`src/rtl/flappy_game_sequencer.sv`:
```
// Game sequencer: canvas clear, per-layer initial draw and erase/redraw, crash/fall, lives and game over.
// Optional FLAPPY_PAUSE_EN adds a pause input and a PAUSED state entered from WAIT_FRAME.
module flappy_game_sequencer #(
   parameter int N_LAYERS  = 3,
   parameter int LAYER_W   = 2,
   parameter int FRAME_DIV = 1,
   parameter int LIVES     = 3,
   parameter int LIVES_W   = 2
) (
   input  logic               clk,
   input  logic               resetLow,
   input  logic               flap,
   input  logic               frameactive,
   input  logic               outputFinish,
   input  logic               clrCanvasFinish,
   input  logic               collisionOccurred,
   input  logic               birdGrounded,
`ifdef FLAPPY_PAUSE_EN
   input  logic               pause,
`endif
   output logic               plotEnable,
   output logic               oldOrCurrent,
   output logic               loadEnableDataPath,
   output logic               dropEnable,
   output logic               clrCanvasScreenEnable,
   output logic               clrCanvasXYOrRetainXYToVGA,
   output logic [LAYER_W-1:0] layerSel,
   output logic               freezeX,
   output logic               respawn,
   output logic [LIVES_W-1:0] livesLeft,
   output logic               gameOver
);

   localparam int CNT_W = (FRAME_DIV > 1) ? $clog2(FRAME_DIV) : 1;
   localparam logic [LAYER_W-1:0] LAST_LAYER = LAYER_W'(N_LAYERS - 1);
   localparam logic [CNT_W-1:0]   LAST_CNT   = CNT_W'(FRAME_DIV - 1);
   localparam logic [LIVES_W-1:0] LIVES_INIT = LIVES_W'(LIVES);

   typedef enum logic [3:0] {
      CLR_SETUP   = 4'd0,
      CLR         = 4'd1,
      INIT_SETUP  = 4'd2,
      INIT_DRAW   = 4'd3,
      WAIT_FLAP   = 4'd4,
      WAIT_FRAME  = 4'd5,
      ERASE_SETUP = 4'd6,
      ERASE       = 4'd7,
      DRAW_SETUP  = 4'd8,
      DRAW        = 4'd9,
      CHECK       = 4'd10,
      CONT        = 4'd11,
      COLLIDE     = 4'd12,
      LIFE_LOST   = 4'd13,
`ifdef FLAPPY_PAUSE_EN
      PAUSED      = 4'd15,
`endif
      GAME_OVER   = 4'd14
   } state_t;

   state_t state_r, next_s;
   logic [LAYER_W-1:0] layer_r;
   logic [CNT_W-1:0]   cnt_r;
   logic               crashed_r;
   logic [LIVES_W-1:0] lives_r;
   logic               pause_s;
   logic               layer_last_s, cnt_last_s, tick_s;
   logic plot_s, oc_s, load_s, drop_s, clr_s, xy_s, respawn_s, over_s;

`ifdef FLAPPY_PAUSE_EN
   assign pause_s = pause;
`else
   assign pause_s = 1'b0;
`endif

   assign layer_last_s = (layer_r == LAST_LAYER);
   assign cnt_last_s   = (cnt_r == LAST_CNT);
   // A pause request wins over a simultaneous tick, so that tick is not counted.
   assign tick_s       = (state_r == WAIT_FRAME) && frameactive && !pause_s;

   // State register.
   always_ff @(posedge clk or negedge resetLow) begin
      if (!resetLow) state_r <= CLR_SETUP;
      else           state_r <= next_s;
   end

   // Next-state decode.
   always_comb begin
      next_s = state_r;
      case (state_r)
         CLR_SETUP:   next_s = CLR;
         CLR:         if (clrCanvasFinish) next_s = INIT_SETUP; else next_s = CLR;
         INIT_SETUP:  next_s = INIT_DRAW;
         INIT_DRAW:   if (outputFinish) next_s = layer_last_s ? WAIT_FLAP : INIT_SETUP;
                      else next_s = INIT_DRAW;
         WAIT_FLAP:   if (!flap) next_s = WAIT_FRAME; else next_s = WAIT_FLAP;
         WAIT_FRAME: begin
`ifdef FLAPPY_PAUSE_EN
            if (pause_s) next_s = PAUSED;
            else
`endif
            if (tick_s && cnt_last_s) next_s = ERASE_SETUP;
            else next_s = WAIT_FRAME;
         end
         ERASE_SETUP: next_s = ERASE;
         ERASE:       if (outputFinish) next_s = layer_last_s ? DRAW_SETUP : ERASE_SETUP;
                      else next_s = ERASE;
         DRAW_SETUP:  next_s = DRAW;
         DRAW:        if (outputFinish) next_s = layer_last_s ? CHECK : DRAW_SETUP;
                      else next_s = DRAW;
         CHECK: begin
            if (crashed_r && birdGrounded)            next_s = LIFE_LOST;
            else if (crashed_r || collisionOccurred)  next_s = COLLIDE;
            else                                      next_s = CONT;
         end
         CONT, COLLIDE: next_s = WAIT_FRAME;
         LIFE_LOST:   if (lives_r <= LIVES_W'(1)) next_s = GAME_OVER; else next_s = CLR_SETUP;
         GAME_OVER:   if (!flap) next_s = CLR_SETUP; else next_s = GAME_OVER;
`ifdef FLAPPY_PAUSE_EN
         PAUSED:      if (!pause_s) next_s = WAIT_FRAME; else next_s = PAUSED;
`endif
         default:     next_s = CLR_SETUP;
      endcase
   end

   // Output decode of the upcoming state, so the registered outputs track state_r exactly.
   always_comb begin
      plot_s = 1'b0; oc_s = 1'b0; load_s = 1'b0; drop_s = 1'b0;
      clr_s = 1'b0; xy_s = 1'b1; respawn_s = 1'b0; over_s = 1'b0;
      case (next_s)
         CLR_SETUP:                begin clr_s = 1'b1; xy_s = 1'b0; respawn_s = 1'b1; end
         CLR:                      begin plot_s = 1'b1; xy_s = 1'b0; end
         INIT_SETUP, DRAW_SETUP:   begin load_s = 1'b1; oc_s = 1'b1; end
         ERASE_SETUP:              load_s = 1'b1;
         INIT_DRAW, ERASE, DRAW:   plot_s = 1'b1;
         CONT, COLLIDE:            drop_s = 1'b1;
         GAME_OVER:                over_s = 1'b1;
         default:                  plot_s = 1'b0;
      endcase
   end

   // Output registers, reset to the CLR_SETUP decode.
   always_ff @(posedge clk or negedge resetLow) begin
      if (!resetLow) begin
         plotEnable <= 1'b0; oldOrCurrent <= 1'b0; loadEnableDataPath <= 1'b0; dropEnable <= 1'b0;
         clrCanvasScreenEnable <= 1'b1; clrCanvasXYOrRetainXYToVGA <= 1'b0;
         respawn <= 1'b1; gameOver <= 1'b0;
      end else begin
         plotEnable <= plot_s; oldOrCurrent <= oc_s; loadEnableDataPath <= load_s; dropEnable <= drop_s;
         clrCanvasScreenEnable <= clr_s; clrCanvasXYOrRetainXYToVGA <= xy_s;
         respawn <= respawn_s; gameOver <= over_s;
      end
   end

   // Layer index, frame divider, crash flag and lives bookkeeping.
   always_ff @(posedge clk or negedge resetLow) begin
      if (!resetLow) begin
         layer_r   <= '0;
         cnt_r     <= '0;
         crashed_r <= 1'b0;
         lives_r   <= LIVES_INIT;
      end else begin
         case (state_r)
            CLR_SETUP: begin
               crashed_r <= 1'b0;
               layer_r   <= '0;
            end
            INIT_DRAW, ERASE, DRAW:
               if (outputFinish) layer_r <= layer_last_s ? '0 : layer_r + LAYER_W'(1);
            WAIT_FRAME:
               if (tick_s) cnt_r <= cnt_last_s ? '0 : cnt_r + CNT_W'(1);
            COLLIDE:   crashed_r <= 1'b1;
            LIFE_LOST: if (lives_r != '0) lives_r <= lives_r - LIVES_W'(1);
            GAME_OVER: if (!flap) lives_r <= LIVES_INIT;
            default:   layer_r <= layer_r;
         endcase
      end
   end

   assign layerSel  = layer_r;
   assign freezeX   = crashed_r;
   assign livesLeft = lives_r;

endmodule

```
`config.mk`:
```
export PLATFORM = sky130hd
export DESIGN_NAME = flappy_game_sequencer
export DESIGN_NICKNAME = d
export VERILOG_FILES = /design/src/rtl/flappy_game_sequencer.sv
export SDC_FILE = /design/constraint.sdc
export NUM_CORES = 1
export LEC_CHECK = 0
export BUFFER_PORTS_ARGS = -buffer_cell sky130_fd_sc_hd__buf_2
export CAP_MARGIN = 25
export CORE_ASPECT_RATIO = 1.1
export CORE_UTILIZATION = 40
export CTS_CLUSTER_SIZE = 14
export DETAILED_ROUTE_END_ITERATION = 10
export PLACE_DENSITY = 0.59
export RECOVER_POWER = 100
export SYNTH_ARGS = -nofsm -noshare
export SYNTH_HDL_FRONTEND = slang
export SYNTH_SLANG_ARGS = --single-unit
export TNS_END_PERCENT = 30
```
`constraint.sdc`:
```
create_clock -name clk -period 2.3 [get_ports clk]
set_clock_uncertainty 0.05 [all_clocks]
set_input_delay 0.115 -clock clk [delete_from_list [all_inputs] [get_ports clk]]
set_output_delay 0.115 -clock clk [all_outputs]
set_load 0.02 [all_outputs]
```
[After elaboration in Yosys (flattened, before gate mapping)]
Cells that the tools add are included.
Cells by class
  add/sub/neg operators: 3
  order comparisons: 1
  equality and inequality tests: 28
  muxes and demuxes: 29
  bitwise logic cells: 1
  reduce and logical (&&, ||, !) cells: 20
Operator list (number)
  4-bit case mux with 14 select lines: 1
  4-bit equality test, second input constant: 12
  4-bit by 3-bit equality test with 1-bit output, second input constant: 6
  4-bit by 2-bit equality test with 1-bit output, second input constant: 4
  2-bit two-way mux: 8
  4-bit two-way mux: 4
  3-bit two-way mux: 4
  1-bit two-way mux: 9
  4-bit by 1-bit equality test with 1-bit output, second input constant: 2
  4-bit logical NOT: 2
  2-bit case mux with 2 select lines: 2
  2-bit nonzero test: 4
  2-bit OR reduction: 4
  2-bit != test, second input constant: 3
  3-bit OR reduction: 2
  2-bit AND reduction: 2
  4-bit OR reduction: 1
  1-bit logical AND: 3
  3-bit AND reduction: 1
  2-bit by 1-bit adder with 2-bit output, second input constant: 1
  2-bit equality test, second input constant: 1
  2-bit by 1-bit less-or-equal comparator with 1-bit output, second input constant: 1
  1-bit case mux with 2 select lines: 1
  2-bit by 1-bit subtractor with 2-bit output, second input constant: 1
  other kinds (3): 3
Word-level totals
  flip-flop bits (word level): 17
  bits of input ports: 8
  output and inout port bits: 13
  logic and storage cells: 94

[Depth between registers and ports, before layout]
Gate-level depths: netlist of the first run.
  depth in word-level cells: 8
  depth in mapped cells: 8

[Worst setup path after synthesis of the first run]
No wires, ideal clock.
  path type: register to register
  start: register lives_r[1], in the netlist livesLeft[1]
  end: register loadEnableDataPath
  library setup time: 0.094 ns
  arrival time: 1.719 ns
  setup slack: 0.437 ns
  stages on the path, launching flop included: 8
  path buffers: 0
  clock period less this slack: 1.863 ns
  cell sequence: dfstp_2 -> inv_1 -> ha_1 -> nor2b_1 -> o2bb2ai_1 -> a221oi_2 -> o211ai_1 -> a221oi_2
On the way
  longest elaborated chain between the ends: 6
  elaborated cells between the ends (all ways): 8
  classes of those cells: order compare: 1; eq/ne: 3; mux: 3; reduce/logical: 1
Ends and longest elaborated chain
  start, declared: RTL line 64  | logic [LIVES_W-1:0] lives_r;
  start signal, assigned: RTL line 172  | LIFE_LOST: if (lives_r != '0) lives_r <= lives_r - LIVES_W'(1);
  2-bit by 1-bit less-or-equal comparator with 1-bit output *: RTL line 116  | LIFE_LOST: if (lives_r <= LIVES_W'(1)) next_s = GAME_OVER; else next_s = CLR_SETUP;
  4-bit two-way mux *: RTL line 116
  4-bit case mux with 14 select lines *: RTL line 89  | case (state_r)
  4-bit by 3-bit equality test with 1-bit output, or another cell as far along: RTL line 129  | case (next_s)
  3-bit OR reduction (no line) *
  1-bit two-way mux *: RTL line 129
  net load_s: RTL line 67  | logic plot_s, oc_s, load_s, drop_s, clr_s, xy_s, respawn_s, over_s;
  end signal, assigned: RTL line 148  | plotEnable <= plot_s; oldOrCurrent <= oc_s; loadEnableDataPath <= load_s; dropEnable <= drop_s;
  end, declared: RTL line 23  | output logic loadEnableDataPath,
The timed path passes the listed nets; every way through them passes the cells marked *.
A chain may end at the register's enable or synchronous reset.

[Worst setup path in the final report of the first run]
  start: register state_r[1]
  end: register loadEnableDataPath
On the way
  longest elaborated chain between the ends: 8
  elaborated cells between the ends (all ways): 25
  classes of those cells: eq/ne: 17; mux: 3; reduce/logical: 5
Ends and longest elaborated chain
  start, declared: RTL line 60  | state_t state_r, next_s;
  start signal, assigned: RTL line 83  | else state_r <= next_s;
  4-bit by 3-bit equality test with 1-bit output: RTL line 78, 89
  1-bit logical AND: RTL line 78  | assign tick_s = (state_r == WAIT_FRAME) && frameactive && !pause_s;
  1-bit logical AND: RTL line 101  | if (tick_s && cnt_last_s) next_s = ERASE_SETUP;
  2-bit two-way mux: RTL line 101
  4-bit case mux with 14 select lines *: RTL line 89
  4-bit by 3-bit equality test with 1-bit output, or another cell as far along: RTL line 129
  3-bit OR reduction (no line) *
  1-bit two-way mux *: RTL line 129
  net load_s: RTL line 67
Marked as above.

==> results of run 1 <==
==> flip-flops by register name, indices dropped and copies added, names as in the netlist <==
signal	cells
dropEnable	1
layerSel	2
clrCanvasXYOrRetainXYToVGA	1
plotEnable	1
respawn	1
freezeX	1
oldOrCurrent	1
livesLeft	2
loadEnableDataPath	1
state_r	4
gameOver	1
==> worst max path at each step <==
stage,depth (start not counted),to,start,slack (ns)
6_report,5,loadEnableDataPath,state_r[1],0.20
5_1_grt,6,respawn,state_r[3],0.02
4_1_cts,5,loadEnableDataPath,state_r[0],0.14
2_1_floorplan,7,loadEnableDataPath,livesLeft[1],0.44
3_5_place_dp,5,loadEnableDataPath,state_r[0],0.17
3_3_place_gp,5,loadEnableDataPath,state_r[0],0.23
==> worst max-delay path, delay by kind of cell, from the launching register on <==
kind,cells,cell delay (ns)
compound gates,4,1.05
flops,1,0.64
simple gates,1,0.26
==> kinds of logic (layout without fill, tap and decap cells) <==
family | Yosys count | count (layout) | synth area share
AOI/OAI and AO/OA | 33 | 33 | 0.226
xor gates and xnor gates | 1 | 1 | 0.00824
adders and majority gates | 2 | 2 | 0.0235
buffers and inverters | 12 | 31 | 0.0600
DFF | 16 | 16 | 0.380
muxes | 4 | 4 | 0.0388
and+or+nand+nor | 49 | 49 | 0.264
==> synth_stat cells (all sizes together), types with 2 or more instances <==
| master | number | area (um2) |
|---|---|---|
| buf | 7 | 45.0 |
| or3 | 2 | 12.5 |
| inv | 5 | 18.8 |
| nor2 | 12 | 45.0 |
| nand3b | 4 | 30.0 |
| o21ai | 9 | 45.0 |
| a221oi | 2 | 30.0 |
| and2 | 2 | 12.5 |
| nor3 | 4 | 25.0 |
| nor2b | 6 | 37.5 |
| nand3 | 3 | 15.0 |
| ha | 2 | 25.0 |
| a21oi | 7 | 35.0 |
| nor3b | 3 | 22.5 |
| a211oi | 2 | 15.0 |
| o31ai | 2 | 15.0 |
| dfstp | 3 | 78.8 |
| o2bb2ai | 2 | 17.5 |
| mux2i | 3 | 30.0 |
| nand2 | 4 | 15.0 |
| dfrtp | 13 | 325 |
| nand2b | 4 | 25.0 |
==> where the power goes <==
part	leakage (nW)	switching [mW]	internal [mW]
logic	0.267	0.413	0.289
registers	0.197	0.138	0.366
clock network	0.0210	0.0870	0.0963
total	0.486	0.637	0.751
==> area by class of cell <==
| class | count | area, um2 |
|---|---|---|
| fill | 272 | 1330 |
| multi-input combinational | 89 | 589 |
| sequential | 16 | 405 |
| timing repair buffer | 22 | 97.6 |
| tap | 31 | 38.8 |
| clock buffer | 4 | 36.3 |
| inverter | 5 | 18.8 |
==> metal layers <==
metal  vias up  wire length [um]
met1       440              1080
met5         -                 0
met3         2                91
li1        465                 -
met2        21              1150
met4         0                17
==> what timing repair did <==
item,in CTS,in global routing
setup endpoints to repair,0,1
resized for setup,0,1
endpoints found under the hold margin,16,0
hold buffers,1,0
==> through the flow <==
step	worst slack [ns]	instances	total power [mW]
2_1_floorplan	0.437	117	1.08
3_3_place_gp	0.228	162	1.22
3_5_place_dp	0.169	162	1.24
4_1_cts	0.141	167	1.44
5_1_grt	0.0187	167	1.52
6_report	0.203	167	1.39
==> layout by cell type, fill, tap and decap left out, types with 2 or more instances in the layout <==
cell type,count
sky130_fd_sc_hd__buf_2,7
sky130_fd_sc_hd__ha_1,2
sky130_fd_sc_hd__o31ai_1,2
sky130_fd_sc_hd__clkbuf_4,3
sky130_fd_sc_hd__nor2_1,12
sky130_fd_sc_hd__or3_1,2
sky130_fd_sc_hd__nand2_1,4
sky130_fd_sc_hd__inv_1,4
sky130_fd_sc_hd__a211oi_1,2
sky130_fd_sc_hd__nand3b_1,4
sky130_fd_sc_hd__nand2b_1,4
sky130_fd_sc_hd__dfrtp_1,12
sky130_fd_sc_hd__o2bb2ai_1,2
sky130_fd_sc_hd__nand3_1,3
sky130_fd_sc_hd__clkbuf_1,14
sky130_fd_sc_hd__nor2b_1,6
sky130_fd_sc_hd__mux2i_1,3
sky130_fd_sc_hd__dfstp_2,2
sky130_fd_sc_hd__nor3_1,3
sky130_fd_sc_hd__a21oi_1,7
sky130_fd_sc_hd__nor3b_1,3
sky130_fd_sc_hd__o21ai_0,8
==> results, run 1 <==
- The global routing usage on met1 is 0.244.
- The first-iteration detailed-routing DRC count is 25.
- On the final layout, the worst hold slack is between 0.1 and 0.15 ns.
- The worst register-to-register path ends at loadEnableDataPath.
- The width of the die is about 51 um.
- After clock tree synthesis, the setup repair step added 0 buffers.
- The tree is rooted in a sky130_fd_sc_hd__clkbuf_4.
- The worst hold path was traced through 4 stages.
- The initial utilization of the core area, before any placement, comes to 0.422.
- After synthesis the netlist holds a flip-flop and latch count of 16.
- The number of cells produced by synthesis is 117.
- Averaged over all synthesized cells, the footprint is 9.09 um2.
- The post-route minimum period is 2.10 ns.
- Setup total negative slack on the finished layout was measured at 0 ns.
- The first global-routing pass estimated about 3900 um of wire.
- The leakage power is about 0.49 nW.
- The final weighted congestion of routability-driven global placement is roughly 0.85.
- The final-stage net count is 147.
- Headroom to the max-slew limit came out at 0.445.
- The final cell area excluding filler cells is 1190 um2.
- The largest single stage delay on the critical path is 0.64 ns.
- Setup slack on the worst reg-to-reg path comes out at 0.20 ns.
- The layer flagged by global routing as most heavily used is met2.
- The die is 56.1 um tall.
- The netlist area before placement is 1060 um2.
- The hold path startpoint is collisionOccurred.
- The floorplan step defined a core boundary enclosing 2520 um2.
- The clock edge transition at the registers on the reported setup and hold paths is 0.09 ns.
- The met2 routing resource usage after global routing is 0.293.
- In this run the worst path has a maximum fanout of 17.
- The deepest level of the CTS H-tree is 1.
- In this run the deepest clock path goes through 2 buffers.
- By startpoint and endpoint, the worst setup path is classified as reg -> reg.
- The post-route fraction of the period consumed by the critical path is 0.912.
- Pin placement for this block handled 21 I/O pins.
- The prevailing post-synth register cell is sky130_fd_sc_hd__dfrtp_1.
- The final number of hold-violating endpoints came to 0.
- The TritonCTS clock tree is yes.
- The area after detailed placement is 1160 um2.
- The number of unique standard cell types used by synthesis is 42.
- Yosys printed 0 warnings.
- The type of the tightest min-delay check is in -> reg.
- The number of antenna cells inserted is 0.
- The total setup violations reported at the end of the flow is 0.
- The proportion of layout cells with a drive suffix above 1 is 0.147.
- The die covers 2870 um2.
- Input and output buffers added on the ports amount to 20.
- The routed via count is approximately 930.
- The initial antenna violation count is 0.
- In this run the core area contains 19 standard-cell rows.
- At the end of the flow the core is filled with cells to 0.471.
- The ratio of routed vias to standard cells is 5.56.
- For this run, global-route usage on met3 was measured as 0.0355.
- The ratio of total power to cell area is ~1200 nW/um2.
- The synthesis-to-layout area growth is 11.5%.
- For the pin with the worst max-slew slack, the measured transition is between 0.8 and 0.9 ns.
- The insertion delay to the later sink of the worst-skew pair is about 0.28 ns.
- The number of search-and-repair iterations in the first detailed-routing pass is 4.
- Of the synthesized area, sequential elements account for 0.380.
- The total clock buffers created by CTS is 3.
- Of all flip-flops after synthesis, the portion carrying an async set or reset was 1.00.
- Counting flops with a built-in enable in the synthesized netlist gives 0.
- The worst hold path terminates at dropEnable.
- The number of DRC violations after detailed routing is 0.
- The number of global-route vias before repair came to ~870.
- Setup repair after global routing left no endpoint under its margin.
- The required time of the critical path is 2.44 ns.
- The number of cell instances on the worst register-to-register path is 5.
- The wire length after detailed routing is 2340 um.
- The worst reg2reg path startpoint is state_r[1].
- The highest clock rate is 477 MHz.
- Summed over all layers, the global routing overflow is 0.
- Entering global routing, the biggest net connects 26 pins.
- Once detailed placement completed, the half-perimeter wirelength came to ~1700 um.
- The number of sinks driven by the clock tree is 16.
- The sort of element at the end of the critical path is a flop.
- The final max-slew violation count was 0.
- The cell with the biggest individual delay on the critical path is sky130_fd_sc_hd__dfrtp_1.
- The max-capacitance violation count is 0.
- The worst-case vdd ir drop is 0.666 mV.
- The global routing usage summed across all routing layers is 0.185.
- Traced cell by cell, the critical path runs through nand2b_1 > o2bb2ai_1 > a221oi_1 > o211ai_1 > a221oi_2.
- The number of nets handed over by synthesis was 127.
- The category of the worst setup path launch point is a flop.
- In the final routed layout, each cell accounts on average for 14.0 um.
- Data arrives at the worst endpoint at 2.23 ns.
- The run finished with clean final reports.
- The count of nets left with antenna violations after detail routing is 0.
Note: power is estimated with default switching activity, not from simulation.
==> run 2: changes to the inputs <==
--- a/config.mk
+++ b/config.mk
@@ -11,7 +11,7 @@
 export CORE_UTILIZATION = 40
 export CTS_CLUSTER_SIZE = 14
 export DETAILED_ROUTE_END_ITERATION = 10
-export PLACE_DENSITY = 0.59
+export PLACE_DENSITY_LB_ADDON = 0.1
 export RECOVER_POWER = 100
 export SYNTH_ARGS = -nofsm -noshare
 export SYNTH_HDL_FRONTEND = slang
==> results, run 2 (synthesized netlist as in run 1, its figures left out) <==
- The routed via count is 951 (+2.5%).
- The total power draw is 1.39 mW (+0.18%).
- The terminus of the critical flop-to-flop path is loadEnableDataPath.
- In this run the worst hold path is classified as in -> reg.
- The number of buffers added for setup after CTS is 0 (unchanged).
- The area of the core came to 2520 um2 (unchanged).
- The cell row count is 19 (unchanged).
- The detailed placer's ending HPWL is 1740 um (+2.7%).
- The pin count of the biggest net entering global routing is 22 (-15%).
- The critical path endpoint is loadEnableDataPath.
- The max-capacitance violation count is 0 (unchanged).
- The number of DRC violations after detailed routing was 0 (unchanged).
- The final cell area excluding filler cells is 1190 um2 (+0.74%).
- The register with the most flip-flops in the final layout is state_r.
- The deepest level of the CTS H-tree is 1 (unchanged).
- The number of global-route vias before repair is 925 (+6.8%).
- The library cell used most frequently in the layout, excluding fill and tap cells, is sky130_fd_sc_hd__clkbuf_1.
- The number of sinks driven by the clock tree is 16 (unchanged).
- Clock tree synthesis selected as its root buffer the cell sky130_fd_sc_hd__clkbuf_4.
- The TritonCTS clock tree is yes.
- The final max-slew violation count is 0 (unchanged).
- The total setup violations reported at the end of the flow is 0 (unchanged).
- The number of buffers added to fix hold violations after cts is 1 (unchanged).
- The arrival time at the worst endpoint was 2.24 ns (about the same).
- The number of search-and-repair iterations in the first detailed-routing pass came to 4 (unchanged).
- The initial antenna violation count is 0 (unchanged).
- The vertical die dimension is 56.1 um (unchanged).
- The post-route minimum period is 2.10 ns (+0.00540 ns).
- The launching element of the worst setup path is state_r[0].
- The wire length of the first global-routing pass was 4150 um (+5.6%).
- The count of nets left with antenna violations after detail routing was 0 (unchanged).
- The worst setup slack for register-to-register paths is 0.20 ns (about the same).
- The highest clock rate was 476 MHz (-0.26%).
- The worst-case vdd ir drop is 0.765 mV (+15%).
- The final-stage net count is 149 (+1.4%).
- The setup TNS was 0 ns (unchanged).
- The number of cell instances on the worst register-to-register path is 5 (unchanged).
- The wire length after detailed routing is 2360 um (+0.98%).
- The width of the die came to 51.2 um (unchanged).
- The startpoint identified for the worst register-to-register timing path is state_r[0].
- The ratio of total power to cell area is 1160 nW/um2 (-0.55%).
- The ratio of routed vias to standard cells is 5.63 (+1.3%).
- The number of flip-flops in the largest register is 4 (unchanged).
- The remaining global-route overflow was 0 (unchanged).
- The proportion of layout cells with a drive suffix above 1 came to 0.152 (+0.00512).
- The total clock buffers created by CTS is 3 (unchanged).
- The count of port buffers added during placement is 20 (unchanged).
- The number of gates resized after cts is 0 (unchanged).
- The full die area came to 2870 um2 (unchanged).
- The final number of hold-violating endpoints is 0 (unchanged).
- The average routed wire per standard cell was 14.0 um (-0.21%).
- The maximum clock path buffer count is 2 (unchanged).
- The sort of element at the end of the critical path is a flop.
- The flow ran to the end, and the final reports show no timing, DRC or antenna violations.
- The relative slew slack is 0.442 (-0.00257).
- The peak fanout along the critical path is 21 (+4).
- The synthesis-to-layout area growth is 12.4%.
- The insertion delay to the later sink of the worst-skew pair is 0.29 ns (about the same).
- The pin slew with the least headroom to its limit is 0.837 ns (+0.00385 ns).
- In the layout the commonest cells are sky130_fd_sc_hd__clkbuf_1, sky130_fd_sc_hd__dfrtp_1, sky130_fd_sc_hd__nor2_1.
- The category of the worst setup path launch point is a flop.
- The number of antenna cells inserted is 0 (unchanged).
- The final weighted congestion of routability-driven global placement is 0.851 (-0.49%).
- The number of ports placed on the die boundary is 21 (unchanged).
- The initial core utilization is 0.422 (unchanged).
- The type of the setup path with the least slack is reg -> reg.
- The post-route fraction of the period consumed by the critical path is 0.914 (+0.00235).
- The share of the core filled with cells in the final layout is 0.474 (+0.00348).
- Setup repair after global routing left no endpoint under its margin.
- The leakage power was 0.499 nW (+2.7%).
- The first-iteration detailed-routing DRC count is 27 (+8.0%).
- The required time of the critical path is 2.44 ns (about the same).
- The global routing usage summed across all routing layers is 0.188 (+0.00348).
- The area after detailed placement came to 1180 um2 (+1.3%).
- The clock edge transition at the registers on the reported setup and hold paths came to 0.09 ns (about the same).
run 2: changes by cell type in the layout (fill, tap and decap cells not counted), sizes merged:
cell and change:
buf +2
run 2: per-layer routing:
layer | global-route usage | share of wire | up-vias
li1 | - | - | 466
met1 | 0.254 | 0.46 | 459
met2 | 0.312 | 0.49 | 24
met3 | 0.0246 | 0.038 | 2
met4 | 0.0476 | 0.0072 | 0
met5 | 0 | 0 | -
run 2: critical path: stages, from the launching register on:
cell,delay (ns)
sky130_fd_sc_hd__dfrtp_1,0.72
sky130_fd_sc_hd__nand2b_1,0.23
sky130_fd_sc_hd__o2bb2ai_1,0.38
sky130_fd_sc_hd__a31o_2,0.32
sky130_fd_sc_hd__nor2b_1,0.09
sky130_fd_sc_hd__a221oi_2,0.21
run 2: worst min path at each step:
| stage | startpoint | to | slack (ns) | cells after the start |
|---|---|---|---|---|
| after floorplan | resetLow | clrCanvasXYOrRetainXYToVGA | -0.23 | 0 |
| after global placement | resetLow | layerSel[1] | -0.004 | 1 |
| after detailed placement | resetLow | layerSel[0] | 0.0002 | 1 |
| after CTS | collisionOccurred | dropEnable | 0.13 | 4 |
| after global routing | collisionOccurred | dropEnable | 0.20 | 4 |
| final | collisionOccurred | dropEnable | 0.15 | 4 |
run 2: layout make-up:
type / count / area (um2)
Clock buffer: 4 / 36.3
Fill cell: 255 / 1330
Sequential cell: 16 / 404
Multi-Input combinational cell: 89 / 584
Timing Repair Buffer: 24 / 113
Tap cell: 31 / 38.8
Inverter: 5 / 18.8
run 2: power breakdown:
group	internal [mW]	leakage, nW	switching [mW]
combinational	0.294	0.279	0.425
clock	0.0962	0.0210	0.0897
sequential	0.365	0.198	0.122
total	0.755	0.499	0.637
run 2: per-stage QoR:
step	hold slack [ns]	cells	setup slack, ns
floorplan	-0.231	117	0.437
global placement	-0.00366	164	0.325
detailed placement	0.000193	164	0.264
CTS	0.129	169	0.243
global route	0.199	169	0.00712
finish	0.150	169	0.198
